File: src/rtl/uart_frame_parser_pkg.sv
// ---------------------------------------------------------------------------
// uart_frame_parser_pkg
// Shared types for the UART command front end of the matrix-vector processor:
// the FIFO byte type, frame delimiters, command / state / error encodings and
// a helper that gives the legal length byte for each command.
// No ports (package).
// ---------------------------------------------------------------------------
package uart_frame_parser_pkg;

  typedef logic [7:0] data_t;

  localparam data_t FRAME_HDR = 8'hFE;
  localparam data_t FRAME_END = 8'hEF;

  typedef enum logic [7:0] {
    CMD_SET_N  = 8'h01,
    CMD_START  = 8'h02,
    CMD_LOAD_B = 8'h03,
    CMD_LOAD_A = 8'h04
  } parser_cmd_e;

  typedef enum logic [2:0] {
    ST_WAIT_HDR,
    ST_GET_LEN,
    ST_GET_CMD,
    ST_GET_DATA,
    ST_GET_END
  } parser_state_e;

  typedef enum logic [2:0] {
    ERR_NONE      = 3'd0,
    ERR_BAD_LEN   = 3'd1,
    ERR_BAD_CMD   = 3'd2,
    ERR_BAD_END   = 3'd3,
    ERR_FULL      = 3'd4,
    ERR_NOT_READY = 3'd5,
    ERR_TIMEOUT   = 3'd6,
    ERR_BAD_N     = 3'd7
  } parser_err_e;

  function automatic logic cmd_known(input data_t b);
    return (b >= 8'h01) && (b <= 8'h04);
  endfunction

  // The length byte covers the command byte plus its payload.
  function automatic data_t expected_len(input data_t cmd, input logic [3:0] n);
    data_t n8;
    n8 = {4'b0000, n};
    case (cmd)
      CMD_SET_N:  return 8'd2;
      CMD_START:  return 8'd1;
      CMD_LOAD_B: return n8 + 8'd1;
      default:    return (n8 * n8) + 8'd1;
    endcase
  endfunction

endpackage

File: src/rtl/uart_frame_parser_if.sv
// ---------------------------------------------------------------------------
// uart_frame_parser_if
// Bundles the byte stream from the UART receiver, the FIFO/processor status
// inputs and the parser's FIFO push / control outputs.
//   master : parser side (drives push_A, push_B, data, N, start, busy, err,
//            err_code; receives rx_data, rx_valid, full_A, full_B, proc_ready)
//   slave  : environment side (the reverse directions)
// ---------------------------------------------------------------------------
interface uart_frame_parser_if;
  import uart_frame_parser_pkg::*;

  data_t       rx_data;
  logic        rx_valid;
  logic        full_A;
  logic        full_B;
  logic        proc_ready;
  logic        push_A;
  logic        push_B;
  data_t       data;
  logic [3:0]  N;
  logic        start;
  logic        busy;
  logic        err;
  logic [2:0]  err_code;

  modport master (
    input  rx_data, rx_valid, full_A, full_B, proc_ready,
    output push_A, push_B, data, N, start, busy, err, err_code
  );

  modport slave (
    output rx_data, rx_valid, full_A, full_B, proc_ready,
    input  push_A, push_B, data, N, start, busy, err, err_code
  );

endinterface

File: src/rtl/byte_timeout_counter.sv
// ---------------------------------------------------------------------------
// byte_timeout_counter
// Counts idle cycles between received bytes while a frame is open.
//   clk, rst : clock, asynchronous active-high reset
//   load     : a byte arrived this cycle, restart the count
//   enable   : a frame is in progress; count is held at zero otherwise
//   expire   : the gap since the last byte has reached LIMIT cycles
// ---------------------------------------------------------------------------
module byte_timeout_counter #(
  parameter int LIMIT = 50000
) (
  input  logic clk,
  input  logic rst,
  input  logic load,
  input  logic enable,
  output logic expire
);

  localparam int W = $clog2(LIMIT + 1);

  logic [W-1:0] cnt;

  assign expire = enable && !load && (cnt == W'(LIMIT - 1));

  // Count only inside a frame; any new byte or leaving the frame restarts it.
  always_ff @(posedge clk or posedge rst) begin
    if (rst) begin
      cnt <= '0;
    end else if (load || !enable) begin
      cnt <= '0;
    end else if (!expire) begin
      cnt <= cnt + W'(1);
    end
  end

endmodule

File: src/rtl/uart_frame_parser.sv
// ---------------------------------------------------------------------------
// uart_frame_parser
// Decodes framed commands (FE, L, CMD, payload, EF) from the UART byte stream
// and turns them into FIFO A/B pushes, the matrix order N and a start strobe.
// Bad frames abort with a one-cycle err pulse and a sticky err_code.
//   clk, rst : clock, asynchronous active-high reset
//   bus      : uart_frame_parser_if.master (byte input, FIFO/processor status,
//              push/data/N/start/busy/err/err_code outputs)
// Optional feature: define PARSER_TIMEOUT_EN to abort a frame after
// TIMEOUT_CYCLES idle cycles between bytes (error code 6).
// ---------------------------------------------------------------------------
module uart_frame_parser
  import uart_frame_parser_pkg::*;
#(
  parameter int N_MAX          = 8,
  parameter int TIMEOUT_CYCLES = 50000
) (
  input logic                 clk,
  input logic                 rst,
  uart_frame_parser_if.master bus
);

  parser_state_e state_q, state_d;
  parser_cmd_e   cmd_q, cmd_d;
  parser_err_e   code_q, code_d, abort_code;
  data_t         len_q, len_d;
  data_t         left_q, left_d;
  data_t         cnt_a_q, cnt_a_d;
  data_t         cnt_b_q, cnt_b_d;
  data_t         data_q, data_d;
  logic [3:0]    n_q, n_d;
  logic [3:0]    setn_q, setn_d;
  logic          push_a_q, push_a_d;
  logic          push_b_q, push_b_d;
  logic          start_q, start_d;
  logic          err_q, err_d;
  logic          abort;
  logic          busy;
  logic          timeout_expire;
  data_t         n8;

  assign busy = (state_q != ST_WAIT_HDR);
  assign n8   = {4'b0000, n_q};

`ifdef PARSER_TIMEOUT_EN
  byte_timeout_counter #(.LIMIT(TIMEOUT_CYCLES)) u_timeout (
    .clk    (clk),
    .rst    (rst),
    .load   (bus.rx_valid),
    .enable (busy),
    .expire (timeout_expire)
  );
`else
  logic timeout_unused;
  assign timeout_unused = (TIMEOUT_CYCLES != 0);
  assign timeout_expire = 1'b0;
`endif

  // Next-state and output decode. Each accepted byte moves the frame along;
  // every rejection funnels through 'abort' so the err pulse, sticky code and
  // return to WAIT_HDR are handled in one place. SET_N and START only act on
  // a correct tail byte, so the processor never sees half a command.
  always_comb begin
    state_d    = state_q;
    cmd_d      = cmd_q;
    code_d     = code_q;
    len_d      = len_q;
    left_d     = left_q;
    cnt_a_d    = cnt_a_q;
    cnt_b_d    = cnt_b_q;
    data_d     = data_q;
    n_d        = n_q;
    setn_d     = setn_q;
    push_a_d   = 1'b0;
    push_b_d   = 1'b0;
    start_d    = 1'b0;
    err_d      = 1'b0;
    abort      = 1'b0;
    abort_code = ERR_NONE;

    if (bus.rx_valid) begin
      case (state_q)
        ST_WAIT_HDR: begin
          if (bus.rx_data == FRAME_HDR) begin
            state_d = ST_GET_LEN;
            code_d  = ERR_NONE;
          end
        end
        ST_GET_LEN: begin
          len_d   = bus.rx_data;
          state_d = ST_GET_CMD;
        end
        ST_GET_CMD: begin
          if (!cmd_known(bus.rx_data)) begin
            abort      = 1'b1;
            abort_code = ERR_BAD_CMD;
          end else if (len_q != expected_len(bus.rx_data, n_q)) begin
            abort      = 1'b1;
            abort_code = ERR_BAD_LEN;
          end else if ((bus.rx_data == CMD_LOAD_A || bus.rx_data == CMD_LOAD_B) && n_q == 4'd0) begin
            abort      = 1'b1;
            abort_code = ERR_BAD_N;
          end else begin
            cmd_d   = parser_cmd_e'(bus.rx_data);
            left_d  = len_q - 8'd1;
            state_d = (len_q == 8'd1) ? ST_GET_END : ST_GET_DATA;
          end
        end
        ST_GET_DATA: begin
          left_d = left_q - 8'd1;
          if (left_q == 8'd1) begin
            state_d = ST_GET_END;
          end
          case (cmd_q)
            CMD_SET_N: begin
              if (bus.rx_data == 8'd0 || bus.rx_data > 8'(N_MAX)) begin
                abort      = 1'b1;
                abort_code = ERR_BAD_N;
              end else begin
                setn_d = bus.rx_data[3:0];
              end
            end
            CMD_LOAD_B: begin
              if (bus.full_B) begin
                abort      = 1'b1;
                abort_code = ERR_FULL;
              end else begin
                push_b_d = 1'b1;
                data_d   = bus.rx_data;
                cnt_b_d  = cnt_b_q + 8'd1;
              end
            end
            CMD_LOAD_A: begin
              if (bus.full_A) begin
                abort      = 1'b1;
                abort_code = ERR_FULL;
              end else begin
                push_a_d = 1'b1;
                data_d   = bus.rx_data;
                cnt_a_d  = cnt_a_q + 8'd1;
              end
            end
            default: begin
            end
          endcase
        end
        ST_GET_END: begin
          state_d = ST_WAIT_HDR;
          if (bus.rx_data != FRAME_END) begin
            abort      = 1'b1;
            abort_code = ERR_BAD_END;
          end else begin
            case (cmd_q)
              CMD_SET_N: begin
                n_d     = setn_q;
                cnt_a_d = 8'd0;
                cnt_b_d = 8'd0;
              end
              CMD_START: begin
                if (bus.proc_ready && cnt_a_q == (n8 * n8) && cnt_b_q == n8) begin
                  start_d = 1'b1;
                  cnt_a_d = 8'd0;
                  cnt_b_d = 8'd0;
                end else begin
                  abort      = 1'b1;
                  abort_code = ERR_NOT_READY;
                end
              end
              default: begin
              end
            endcase
          end
        end
        default: state_d = ST_WAIT_HDR;
      endcase
    end else if (timeout_expire) begin
      abort      = 1'b1;
      abort_code = ERR_TIMEOUT;
    end

    if (abort) begin
      state_d = ST_WAIT_HDR;
      err_d   = 1'b1;
      code_d  = abort_code;
    end
  end

  // State and registered outputs. Reset drops any open frame silently and
  // forgets the matrix order.
  always_ff @(posedge clk or posedge rst) begin
    if (rst) begin
      state_q  <= ST_WAIT_HDR;
      cmd_q    <= CMD_START;
      code_q   <= ERR_NONE;
      len_q    <= 8'd0;
      left_q   <= 8'd0;
      cnt_a_q  <= 8'd0;
      cnt_b_q  <= 8'd0;
      data_q   <= 8'd0;
      n_q      <= 4'd0;
      setn_q   <= 4'd0;
      push_a_q <= 1'b0;
      push_b_q <= 1'b0;
      start_q  <= 1'b0;
      err_q    <= 1'b0;
    end else begin
      state_q  <= state_d;
      cmd_q    <= cmd_d;
      code_q   <= code_d;
      len_q    <= len_d;
      left_q   <= left_d;
      cnt_a_q  <= cnt_a_d;
      cnt_b_q  <= cnt_b_d;
      data_q   <= data_d;
      n_q      <= n_d;
      setn_q   <= setn_d;
      push_a_q <= push_a_d;
      push_b_q <= push_b_d;
      start_q  <= start_d;
      err_q    <= err_d;
    end
  end

  assign bus.push_A   = push_a_q;
  assign bus.push_B   = push_b_q;
  assign bus.data     = data_q;
  assign bus.N        = n_q;
  assign bus.start    = start_q;
  assign bus.busy     = busy;
  assign bus.err      = err_q;
  assign bus.err_code = code_q;

endmodule

File: src/flat_wrapper.sv
// flat-port wrapper written by rule: the top's interface ports become plain ports
module uart_frame_parser_flat import uart_frame_parser_pkg::*;
#(
  parameter int N_MAX          = 8,
  parameter int TIMEOUT_CYCLES = 50000
)
  (clk, rst, bus_rx_data, bus_rx_valid, bus_full_A, bus_full_B, bus_proc_ready, bus_push_A, bus_push_B, bus_data, bus_N, bus_start, bus_busy, bus_err, bus_err_code);
  uart_frame_parser_if bus_i ();
  input logic clk;
  input logic rst;
  input wire logic [$bits(bus_i.rx_data)-1:0] bus_rx_data;
  input wire logic [$bits(bus_i.rx_valid)-1:0] bus_rx_valid;
  input wire logic [$bits(bus_i.full_A)-1:0] bus_full_A;
  input wire logic [$bits(bus_i.full_B)-1:0] bus_full_B;
  input wire logic [$bits(bus_i.proc_ready)-1:0] bus_proc_ready;
  output wire logic [$bits(bus_i.push_A)-1:0] bus_push_A;
  output wire logic [$bits(bus_i.push_B)-1:0] bus_push_B;
  output wire logic [$bits(bus_i.data)-1:0] bus_data;
  output wire logic [$bits(bus_i.N)-1:0] bus_N;
  output wire logic [$bits(bus_i.start)-1:0] bus_start;
  output wire logic [$bits(bus_i.busy)-1:0] bus_busy;
  output wire logic [$bits(bus_i.err)-1:0] bus_err;
  output wire logic [$bits(bus_i.err_code)-1:0] bus_err_code;
  assign bus_i.rx_data = bus_rx_data;
  assign bus_i.rx_valid = bus_rx_valid;
  assign bus_i.full_A = bus_full_A;
  assign bus_i.full_B = bus_full_B;
  assign bus_i.proc_ready = bus_proc_ready;
  assign bus_push_A = bus_i.push_A;
  assign bus_push_B = bus_i.push_B;
  assign bus_data = bus_i.data;
  assign bus_N = bus_i.N;
  assign bus_start = bus_i.start;
  assign bus_busy = bus_i.busy;
  assign bus_err = bus_i.err;
  assign bus_err_code = bus_i.err_code;
  uart_frame_parser #(.N_MAX(N_MAX), .TIMEOUT_CYCLES(TIMEOUT_CYCLES)) u_core (.clk(clk), .rst(rst), .bus(bus_i));
endmodule
File: config.mk
export PLATFORM = sky130hd
export DESIGN_NAME = uart_frame_parser_flat
export DESIGN_NICKNAME = d
export VERILOG_FILES = /design/src/rtl/uart_frame_parser_pkg.sv /design/src/rtl/uart_frame_parser_if.sv /design/src/rtl/byte_timeout_counter.sv /design/src/rtl/uart_frame_parser.sv /design/src/flat_wrapper.sv
export SDC_FILE = /design/constraint.sdc
export NUM_CORES = 1
export LEC_CHECK = 0
export CAP_MARGIN = 30
export CORE_MARGIN = 2
export CORE_UTILIZATION = 60
export CTS_CLUSTER_DIAMETER = 60
export DETAILED_ROUTE_END_ITERATION = 10
export GPL_TIMING_DRIVEN = 1
export PLACE_DENSITY_LB_ADDON = 0.12
export SKIP_LAST_GASP = 1
export SLEW_MARGIN = 20
export SYNTH_ARGS = -nofsm -noshare
export SYNTH_HDL_FRONTEND = slang
export SYNTH_SLANG_ARGS = --single-unit
export TNS_END_PERCENT = 5
File: constraint.sdc
create_clock -name clk -period 5.05 [get_ports clk]
set_input_delay 0.505 -clock clk [delete_from_list [all_inputs] [get_ports clk]]
set_output_delay 0.505 -clock clk [all_outputs]
set_load 0.01 [all_outputs]
Word-level counts from Yosys, hierarchy flattened
Cells that the tools add are included.
{"block": "word_totals", "out_inout_bits": 20, "ff_bits": 66, "elab_cells": 161}
{"block": "op_classes", "multipliers": 1, "bitwise": 4, "n_addsub": 6, "n_lt_le_gt_ge": 3, "muxes": 71, "eq_ne": 36, "n_reduce_logical": 26}
{"op": "$mux 8", "n": 14}
{"op": "$pmux 8 s2", "n": 5}
{"op": "$mux 3", "n": 22}
{"op": "$eq 8x1->1 const B", "n": 4}
{"op": "$eq 8x2->1 const B", "n": 4}
{"op": "$add 8x1->8 const B", "n": 3}
{"op": "$mux 1", "n": 24}
{"op": "$pmux 8 s3", "n": 1}
{"op": "$pmux 3 s3", "n": 2}
{"op": "$eq 8x3->1 const B", "n": 2}
{"op": "$ne 2x2->1 const B", "n": 8}
{"op": "$sub 8x1->8 const B", "n": 2}
{"op": "$reduce_and 5->1", "n": 3}
{"op": "$reduce_and 7->1", "n": 2}
{"op": "$ne 3x2->1 const B", "n": 4}
{"op": "$pmux 3 s4", "n": 1}
{"op": "$reduce_bool 2->1", "n": 6}
{"op": "$ne 3x1->1 const B", "n": 3}
{"op": "$eq 8x4->1", "n": 1}
{"op": "$eq 8x8->1", "n": 1}
{"op": "$eq 8x8->1 const B", "n": 1}
{"op": "$ge 8x1->1 const B", "n": 1}
{"op": "$gt 8x4->1 const B", "n": 1}
{"op": "$le 8x3->1 const B", "n": 1}
{"op": "other kinds (20)", "n": 31}

Longest topological paths before layout
Gate-level depths: netlist of run 1.
{"block": "logic_depth", "word_depth": 13, "ltp_mapped": 12, "mapped_depth_nobuf": 10}

Worst setup path before layout of run 1
Ideal clock, no wire load.
{"block": "synth_timing", "path_type": "reg2reg", "startpoint": "register u_core.n_q[2], in the netlist u_core.bus.N[2]", "endpoint": "register u_core.cmd_q[0]", "setup_time_ps": 128, "t_required_ps": 4922, "n_path_buf": 1, "stages_incl_launch_ff": 12, "arrival_ps": 3075, "slack_ps": 1848, "path_cell_list": "dfrtp_1 -> clkbuf_1 -> nor2b_1 -> ha_1 -> a211oi_1 -> nor3_1 -> o31ai_1 -> or4b_4 -> nor2_4 -> and3_1 -> nand3_2 -> mux2_1"}
{"block": "synth_between", "elab_chain_len": 9}
{"item": "start: declaration", "line": "uart_frame_parser.sv:31", "text": "logic [3:0] n_q, n_d;"}
{"item": "start signal: assignment", "line": "uart_frame_parser.sv:215", "text": "n_q <= n_d;"}
{"item": "$mul 4x4->8", "line": "uart_frame_parser_pkg.sv:53", "text": "default: return (n8 * n8) + 8'd1;"}
{"item": "$add 8x1->8", "line": "uart_frame_parser_pkg.sv:53"}
{"item": "$pmux 8 s3", "line": "uart_frame_parser_pkg.sv:49", "text": "case (cmd)"}
{"item": "$mux 8", "line": "uart_frame_parser.sv:94", "text": "if (!cmd_known(bus.rx_data)) begin"}
{"item": "$mux 8", "line": "uart_frame_parser.sv:82", "text": "case (state_q)"}
{"item": "$mux 8", "line": "uart_frame_parser.sv:81", "text": "if (bus.rx_valid) begin"}
{"item": "$ne 8x8->1", "line": "uart_frame_parser.sv:97", "text": "end else if (len_q != expected_len(bus.rx_data, n_q)) begin"}
{"item": "$not 1->1 (no line)"}
{"item": "$reduce_and 5->1 (no line) *"}
{"item": "end signal: assignment", "line": "uart_frame_parser.sv:208", "text": "cmd_q <= cmd_d;"}
{"item": "end: declaration", "line": "uart_frame_parser.sv:24", "text": "parser_cmd_e cmd_q, cmd_d;"}
Mark *: on every way between the ends. The rest lies on a longest branch, timed or not. The select of a mux whose other input is x is not followed.
A chain may end at the register's enable or synchronous reset.

Worst setup path in the final report of run 1
{"block": "layout_timing", "startpoint": "register u_core.n_q[2], in the netlist u_core.bus.N[2]", "endpoint": "register u_core.cnt_a_q[7]"}
{"block": "layout_between", "elab_chain_len": 6}
{"item": "$mul 4x4->8", "line": "uart_frame_parser.sv:160", "text": "if (bus.proc_ready && cnt_a_q == (n8 * n8) && cnt_b_q == n8) begin"}
{"item": "$eq 8x8->1", "line": "uart_frame_parser.sv:160"}
{"item": "$logic_and 1x1->1", "line": "uart_frame_parser.sv:160"}
{"item": "$logic_and 1x1->1 *", "line": "uart_frame_parser.sv:160"}
{"item": "$ne 3x2->1 (no line) *"}
{"item": "$reduce_and 7->1 (no line) *"}
{"item": "end signal: assignment", "line": "uart_frame_parser.sv:212", "text": "cnt_a_q <= cnt_a_d;"}
{"item": "end: declaration", "line": "uart_frame_parser.sv:28", "text": "data_t cnt_a_q, cnt_a_d;"}
Mark *: on every way between the ends. The rest lies on a longest branch, timed or not.

==> results of run 1 <==
## placed cells by master (no fill, tap or decap), types with 3 or more instances in the layout
| cell type | instances |
|---|---|
| dfrtp_1 | 65 |
| nor2_1 | 33 |
| a211oi_1 | 3 |
| nor3_1 | 9 |
| nand2b_1 | 7 |
| and2_1 | 12 |
| xor2_1 | 16 |
| clkdlybuf4s50_1 | 33 |
| nand3_1 | 24 |
| inv_1 | 18 |
| nand4_1 | 8 |
| nor4b_1 | 3 |
| buf_4 | 4 |
| xnor2_1 | 9 |
| and3_1 | 12 |
| nand2_1 | 40 |
| o22ai_1 | 3 |
| a31oi_1 | 9 |
| and4_1 | 4 |
| mux2_2 | 18 |
| a21oi_1 | 23 |
| nor3b_1 | 3 |
| o31ai_1 | 6 |
| nor4_1 | 10 |
| nand3b_1 | 3 |
| o41ai_1 | 4 |
| clkbuf_8 | 11 |
| o21ai_0 | 34 |
| o221ai_1 | 3 |
| ha_1 | 13 |
| or3_1 | 4 |
## per-stage QoR
step	worst slack (ps)	hold slack [ps]	instances	util, %	instance area [µm²]
floorplan	1848	443.7	455	-	4148
global placement	1545	462.9	554	67.19	4539
detailed placement	1403	467.0	554	67.19	4539
CTS	1526	485.1	570	70.22	4745
global route	1245	495.4	570	70.22	4745
finish	1497	483.3	570	70.22	4745
## where the power goes
group	internal (mW)	total, mW	switching [mW]
clock network	0.254	0.464	0.210
logic	0.258	0.578	0.320
registers	0.617	0.754	0.137
total	1.13	1.80	0.667
## state kept, by name (all words and copies together), names as in the netlist
name / flops
u_core.bus.N: 4
u_core.bus.data: 8
u_core.bus.err: 1
u_core.bus.err_code: 3
u_core.bus.push_A: 1
u_core.bus.push_B: 1
u_core.bus.start: 1
u_core.cmd_q: 8
u_core.cnt_a_q: 8
u_core.cnt_b_q: 8
u_core.left_q: 8
u_core.len_q: 8
u_core.setn_q: 4
u_core.state_q: 3
## critical path: cells and delay by family, from the launching register on
family	cells	cell delay [ps]
adders and majority gates	1	380
buffers and inverters	1	230
xor gates and xnor gates	1	410
AOI/OAI and AO/OA	3	570
DFF	1	540
and+or+nand+nor	5	1350
## worst min path at each step
stage	slack [ps]	depth (start not counted)	to	startpoint
6_report	480	2	u_core.setn_q[1]	u_core.setn_q[1]
5_1_grt	500	1	u_core.cmd_q[6]	u_core.cmd_q[6]
4_1_cts	490	2	u_core.setn_q[1]	u_core.setn_q[1]
3_5_place_dp	470	1	u_core.cmd_q[6]	u_core.cmd_q[6]
3_3_place_gp	460	1	u_core.cmd_q[7]	u_core.cmd_q[7]
2_1_floorplan	440	1	u_core.cmd_q[7]	u_core.cmd_q[7]
## cell families after synthesis
logic type | synth area share, %
xor+xnor | 6.425
mux | 5.671
flops | 39.85
simple gates | 25.49
compound gates | 15.26
fa+ha+maj | 3.922
buf+inv | 3.378
## final cells by class
type                    count  area, µm²
clock buffers              12      155.1
clock inverters             4      50.05
fillers                   516       2012
inverters                  19      71.32
multi-input cells         352       2355
flip-flops and latches     66       1653
well taps                  80      100.1
repair buffers             37      360.3
## layer usage
metal | vias to the layer above | routed length, µm | GRT usage (%)
met3 | 17 | 634 | 5.118
met4 | 0 | 163 | 9.510
met1 | 1722 | 4807 | 43.18
met2 | 138 | 4296 | 38.93
met5 | - | 0 | 0
li1 | 1721 | - | -
==> impl_metrics.toml, run 1 <==
[floorplanning]
die_h_um = 87.15
core_mm2 = 0.006756
ios = 34
die_area_mm2 = 0.007594
rows = 30
initial_utilization_pct = 61.39
die_w_um = 87.15

[sta]
timing.final.crit_share_pct = 70.35
grt_setup_unrepaired = "no"
slew_viol_final = 0
slew_headroom_pct = 37.10
setup_viol = 0
worst_slew_pin_slew_ps = 941.4
setup_tns_ps = 0
fin_crit_ps = 3553
finClkSkew_ps = 10.74
hold_viol_final = 0
fmax_mhz = 281.5

[setup_path]
crit_type = "flip-flop to flip-flop"
slowest_stage = "dfrtp_1"
rrSetupSlack_ps = 1500
rr_endpoint = "u_core.cnt_a_q[7]"
end_kind = "flip-flop"
slowest_delay_ps = 540
crit_chain = "nor2b_1, ha_1, xor3_1, nor4_1, o2111a_1, a31oi_1, nor3b_1, buf_4, nand4_1, or3_1, a21oi_1"
critPathLaunchType = "flip-flop"
rr_startpoint = "u_core.bus.N[2]"
path_max_fanout = 13
worstPathRequired_ps = 5330
setup.worst_path.start = "u_core.bus.N[2]"
arrival_ps = 3830
crit_end = "u_core.cnt_a_q[7]"
reg2reg_depth = 11

[routing]
via_per_inst = 6.312
drt_iter0_drc = 298
ant_nets = 0
dr.pass1.iters = 5
route.detailed.drc = 0
wl_per_cell_um = 17.37
vias = 3598
routed_wl_mm = 9.901

[yosys]
yosys_warnings = 0
synthDistinctLibCells = 62
synth_seq_cells = 66
synthCells = 455
netlist_top_cells_area = "dfrtp_1, mux2_2, o21ai_0"
postSynthAreaPerCell_um2 = 9.116
yosysSeqAreaShare_pct = 39.85
yosys-top-cells-count = "dfrtp_1, nand2_1, o21ai_0, nor2_1, nand3_1"
synth-edff-count = 0
ys.flop_type = "dfrtp_1"
synth_top_area_share_pct = 39.22
synth_fp_nets = 482
synth_area_mm2 = 0.004148
synth.largest_area_cell = "dfrtp_1"
synth.most_common_cell = "dfrtp_1"
async_reset_ff_share_pct = 100.0

[clock_network]
cts_root_buf = "clkbuf_8"
clock_sinks = 66
clockBufferDepth = 2
cts.repair.resized = 0
post_cts_buffers = 0
clk_pin_slew_ps = 70
clock_latency_ps = 350
h-tree-depth = 3
cts_hold_buffers = 0
cts_tree = "built"
cts_buffers = 9

[layout]
num_antenna_cells = 0
fin_nets = 512
drive_above_1_share_pct = 11.02
syn_to_final_growth_pct = 14.39

[placed_design]
io_buffers = 33
gp_congestion = 0.9425
dp_hpwl_mm = 7.097

[grt]
grt_max_degree = 67
antenna_found_initial = 0
overflow = 0
grt_pass1_wl_mm = 16.48
grt_pass1_vias = 3286
grt_usage_pct = 27.86

[pwr]
power_mw = 1.796
ir_worst_vdd_mv = 0.1793
powerDensity_mw_per_mm2 = 378.6
p_leak_nw = 2.050

[flow_run]
maxCapViolCount = 0

[status]
status = "completed"

[hold_path]
min_path_type = "flip-flop to flip-flop"
Note: power is estimated with default switching activity, not from simulation.
==> run 2, diff against run 1 <==
Settings changed: CORE_UTILIZATION 60 to 53.
Clock period 5.05 ns to 3.25 ns, I/O delays scaled along.
==> impl_metrics.toml, run 2 (synthesis results as in run 1) <==
[layout]
stdcell_count = 615
num_antenna_cells = 0
fillCellCount = 651
syn_to_final_growth_pct = 20.12
layout_commonest_cell = "dfrtp_1"
final_cell_mix = "dfrtp_1, nand2_1, o21ai_0, nor2_1, clkdlybuf4s50_1"
ff_latch_area_mm2 = 0.001653
final_core_utilization_pct = 65.15
multiInputGateArea_mm2 = 0.002385
fin_nets = 535
drive_above_1_share_pct = 16.18

[sta]
hold_viol_final = 0
finClkSkew_ps = 17.53
worst_slew_pin_slew_ps = 714.5
fmax_mhz = 317.8
timing.final.crit_share_pct = 96.82
setup_viol = 0
slew_viol_final = 0
fin_crit_ps = 3147
grt_setup_unrepaired = "yes"
slew_headroom_pct = 52.30

[placed_design]
io_buffers = 33
placedCellCount = 599
dp_hpwl_mm = 7.672
gp_congestion = 0.9540

[floorplanning]
core_mm2 = 0.007647
die_h_um = 92.47
die_w_um = 92.47
ios = 34
die_area_mm2 = 0.008550
initial_utilization_pct = 54.24
rows = 32

[setup_path]
crit_type = "flip-flop to flip-flop"
rr_startpoint = "u_core.bus.N[3]"
path_max_fanout = 5
rr_endpoint = "u_core.cmd_q[0]"
worstPathRequired_ps = 3490
arrival_ps = 3390
rrSetupSlack_ps = 100
reg2reg_depth = 10
end_kind = "flip-flop"
critPathLaunchType = "flip-flop"

[grt]
grt_usage_pct = 26.08
grt_pass1_vias = 3608
overflow = 0
grt_max_degree = 35
grt_pass1_wl_mm = 17.79
antenna_found_initial = 0

[routing]
wl_per_cell_um = 16.74
ant_nets = 0
vias = 3656
route.detailed.drc = 0
via_per_inst = 5.945
dr.pass1.iters = 4
routed_wl_mm = 10.30
drt_iter0_drc = 214

[clock_network]
clockBufferDepth = 2
cts_root_buf = "clkbuf_8"
post_cts_buffers = 0
cts_buffers = 9
cts_hold_buffers = 0
h-tree-depth = 3
clock_sinks = 66
cts_tree = "built"
clk_pin_slew_ps = 90
clock_latency_ps = 360

[flow_run]
maxCapViolCount = 0

[pwr]
powerDensity_mw_per_mm2 = 573.5
p_leak_nw = 2.172
power_mw = 2.857
ir_worst_vdd_mv = 0.2740

[status]
status = "completed"

[hold_path]
min_path_type = "primary input to asynchronous set/reset pin"
run 2: metal layers:
layer	part of all wire [%]	up-vias	GRT usage, %	routed length [µm]
met5	0	-	0	0
met4	1.1	0	8.085	114
met2	46	83	41.30	4740
met3	4.3	7	4.068	447
met1	49	1788	36.89	4995
li1	-	1778	-	-
run 2: metrics by stage:
| stage | hold slack (ps) | setup WS [ps] | TNS, ps | area, µm² |
|---|---|---|---|---|
| 2_1_floorplan | 398.5 | 47.53 | 0 | 4148 |
| 3_3_place_gp | 460.0 | 22.80 | 0 | 4758 |
| 3_5_place_dp | 466.9 | -64.23 | -170.6 | 4758 |
| 4_1_cts | 427.1 | 28.53 | 0 | 4964 |
| 5_1_grt | 468.9 | -72.01 | -889.6 | 4982 |
| 6_report | 399.5 | 103.2 | 0 | 4982 |
run 2: final cells by class:
class	instances	area share [%]
inverter	19	1.431
multi-input combinational	352	47.87
sequential	66	33.17
tap	102	2.562
timing repair buffer	60	10.95
clock buffer	9	2.486
clock inverter	7	1.532
run 2: worst max path at each step:
stage / startpoint / cells after the start / slack (ps) / end
after floorplan: u_core.bus.N[2] / 11 / 50 / u_core.cmd_q[0]
after global placement: bus_rx_data[4] / 8 / 20 / u_core.bus.err_code[0]
after detailed placement: bus_rx_data[4] / 9 / -60 / u_core.bus.err_code[0]
after CTS: u_core.bus.N[3] / 10 / 30 / u_core.state_q[2]
after global routing: u_core.bus.N[2] / 11 / -70 / u_core.cmd_q[0]
final: u_core.bus.N[3] / 10 / 100 / u_core.cmd_q[0]
run 2: timing repair:
item | CTS | global route
resized for setup | 1 | 3
pin swaps | 0 | 2
endpoints found under the setup margin | 1 | 30
endpoints found under the hold margin | 0 | 0
run 2: critical path, cell delays in order, from the launching register on:
cell      delay [ps]
dfrtp_1          440
and2_1           180
ha_1             340
a211oi_1         380
nor3_1           150
o31ai_1          230
or4b_4           500
nor2_4           140
and3_1           210
nand3_2          130
mux2_1           330
run 2: where the power goes:
group          switching (mW)  internal (mW)
sequential              0.192          0.959
clock                   0.368          0.360
combinational           0.526          0.452
==> run 3, diff against run 2 <==
Settings changed: CORE_UTILIZATION 53 to 58, DONT_BUFFER_PORTS set to 1.
==> impl_metrics.toml, run 3 (synthesis results as in run 1) <==
[routing]
dr.pass1.iters = 5
ant_nets = 0
drt_iter0_drc = 277
wl_per_cell_um = 17.64
route.detailed.drc = 0
vias = 3539
via_per_inst = 6.264
routed_wl_mm = 9.966

[floorplanning]
ios = 34
die_area_mm2 = 0.007844
rows = 30
core_mm2 = 0.006869
initial_utilization_pct = 60.38
die_w_um = 88.57
die_h_um = 88.57

[placed_design]
gp_congestion = 0.9120
io_buffers = 0
place_area_mm2 = 0.004310
placedCellCount = 547
dp_hpwl_mm = 7.107

[clock_network]
cts_buffers = 9
clock_latency_ps = 350
cts_root_buf = "clkbuf_8"
h-tree-depth = 3
clockBufferDepth = 2
cts_tree = "built"
clk_pin_slew_ps = 70
clock_sinks = 66

[layout]
drive_above_1_share_pct = 15.57
layout_commonest_cell = "dfrtp_1"
stdcell_count = 565
final_cell_mix = "dfrtp_1, nand2_1, o21ai_0, nor2_1, nand3_1"
fin_nets = 491
num_antenna_cells = 0
fillCellCount = 564
stdcell_area_mm2 = 0.004587
syn_to_final_growth_pct = 10.59

[hold_path]
whs_path_depth = 1
holdPathEnd = "u_core.bus.push_A"
min_from = "bus_full_A"
min_path_type = "primary input to flip-flop"

[sta]
timing.final.crit_share_pct = 98.97
fmax_mhz = 310.9
finClkSkew_ps = 10.24
setup_viol = 0
slew_viol_final = 0
setup_tns_ps = 0
worst_slew_pin_slew_ps = 718.6
hold_ws_ps = 42.86
slew_headroom_pct = 51.65
hold_viol_final = 0
grt_setup_unrepaired = "yes"
fin_crit_ps = 3216

[pwr]
powerDensity_mw_per_mm2 = 608.6
ir_worst_vdd_mv = 0.3660
power_mw = 2.792
p_leak_nw = 2.005

[grt]
grt_max_degree = 47
grt_pass1_wl_mm = 16.28
overflow = 0
grt_usage_pct = 27.06
grt_pass1_vias = 3232
antenna_found_initial = 0

[setup_path]
critPathLaunchType = "flip-flop"
rrSetupSlack_ps = 30
end_kind = "flip-flop"
reg2reg_depth = 11
path_max_fanout = 11
worstPathRequired_ps = 3520
crit_type = "flip-flop to flip-flop"
crit_chain = "and2_1, ha_1, xor3_1, nor4_2, o2111a_1, a31oi_2, nor3b_2, buf_6, nand4_1, or3_1, a21oi_1"
rr_startpoint = "u_core.bus.N[0]"
rr_endpoint = "u_core.cnt_a_q[7]"
slowest_stage = "dfrtp_2"
slowest_delay_ps = 450
arrival_ps = 3490

[status]
status = "completed"

[flow_run]
maxCapViolCount = 0
## run 3: cell type report
cell class | count | area, µm² | share of cell area [%]
timing repair buffer | 16 | 126.4 | 2.755
sequential | 66 | 1655 | 36.09
multi-input combinational | 352 | 2396 | 52.24
inverter | 19 | 71.32 | 1.555
tap | 96 | 120.1 | 2.619
clock inverter | 6 | 90.09 | 1.964
clock buffer | 10 | 127.6 | 2.782
## run 3: repair_timing
item | 4_1_cts | 5_1_grt
buffers inserted | 0 | 1
hold buffers | 1 | 0
pin swaps | 0 | 2
hold endpoints to repair | 20 | 0
gates resized for setup | 1 | 8
endpoints found under the setup margin | 1 | 24
## run 3: power by group
part,switching (mW),internal [mW]
Sequential,0.200,0.959
Combinational,0.488,0.365
Clock,0.344,0.435
## run 3: metal layers
| layer | vias up | track usage, % | part of all wire, % |
|---|---|---|---|
| met5 | - | 0 | 0 |
| li1 | 1681 | - | - |
| met3 | 9 | 7.836 | 8.1 |
| met2 | 150 | 40.94 | 46 |
| met1 | 1699 | 39.09 | 45 |
| met4 | 0 | 5.372 | 0.80 |
## run 3: critical path, delay by kind of cell, from the launching register on
kind,cells,cell delay (ps)
DFF,1,450
AOI/OAI and AO/OA,3,580
xor gates and xnor gates,1,400
adders and majority gates,1,350
and+or+nand+nor,5,1180
buffers and inverters,1,170
## run 3: per-stage QoR
step | setup WS, ps | util (%)
final | 33.54 | 66.78
after global routing | -103.3 | 66.78
after CTS | 1.204 | 66.14
after detailed placement | 23.59 | 62.75
after global placement | 120.2 | 62.75
after floorplan | 47.53 | -
## run 3: worst max-delay path by stage
stage	startpoint	end	slack, ps	cells after the start
2_1_floorplan	u_core.bus.N[2]	u_core.cmd_q[0]	50	11
3_3_place_gp	u_core.bus.N[0]	u_core.cmd_q[0]	120	10
3_5_place_dp	u_core.bus.N[1]	u_core.cmd_q[0]	20	10
4_1_cts	u_core.bus.N[1]	u_core.cnt_a_q[7]	1	11
5_1_grt	u_core.bus.N[0]	u_core.cnt_a_q[7]	-100	11
6_report	u_core.bus.N[0]	u_core.cnt_a_q[7]	30	11
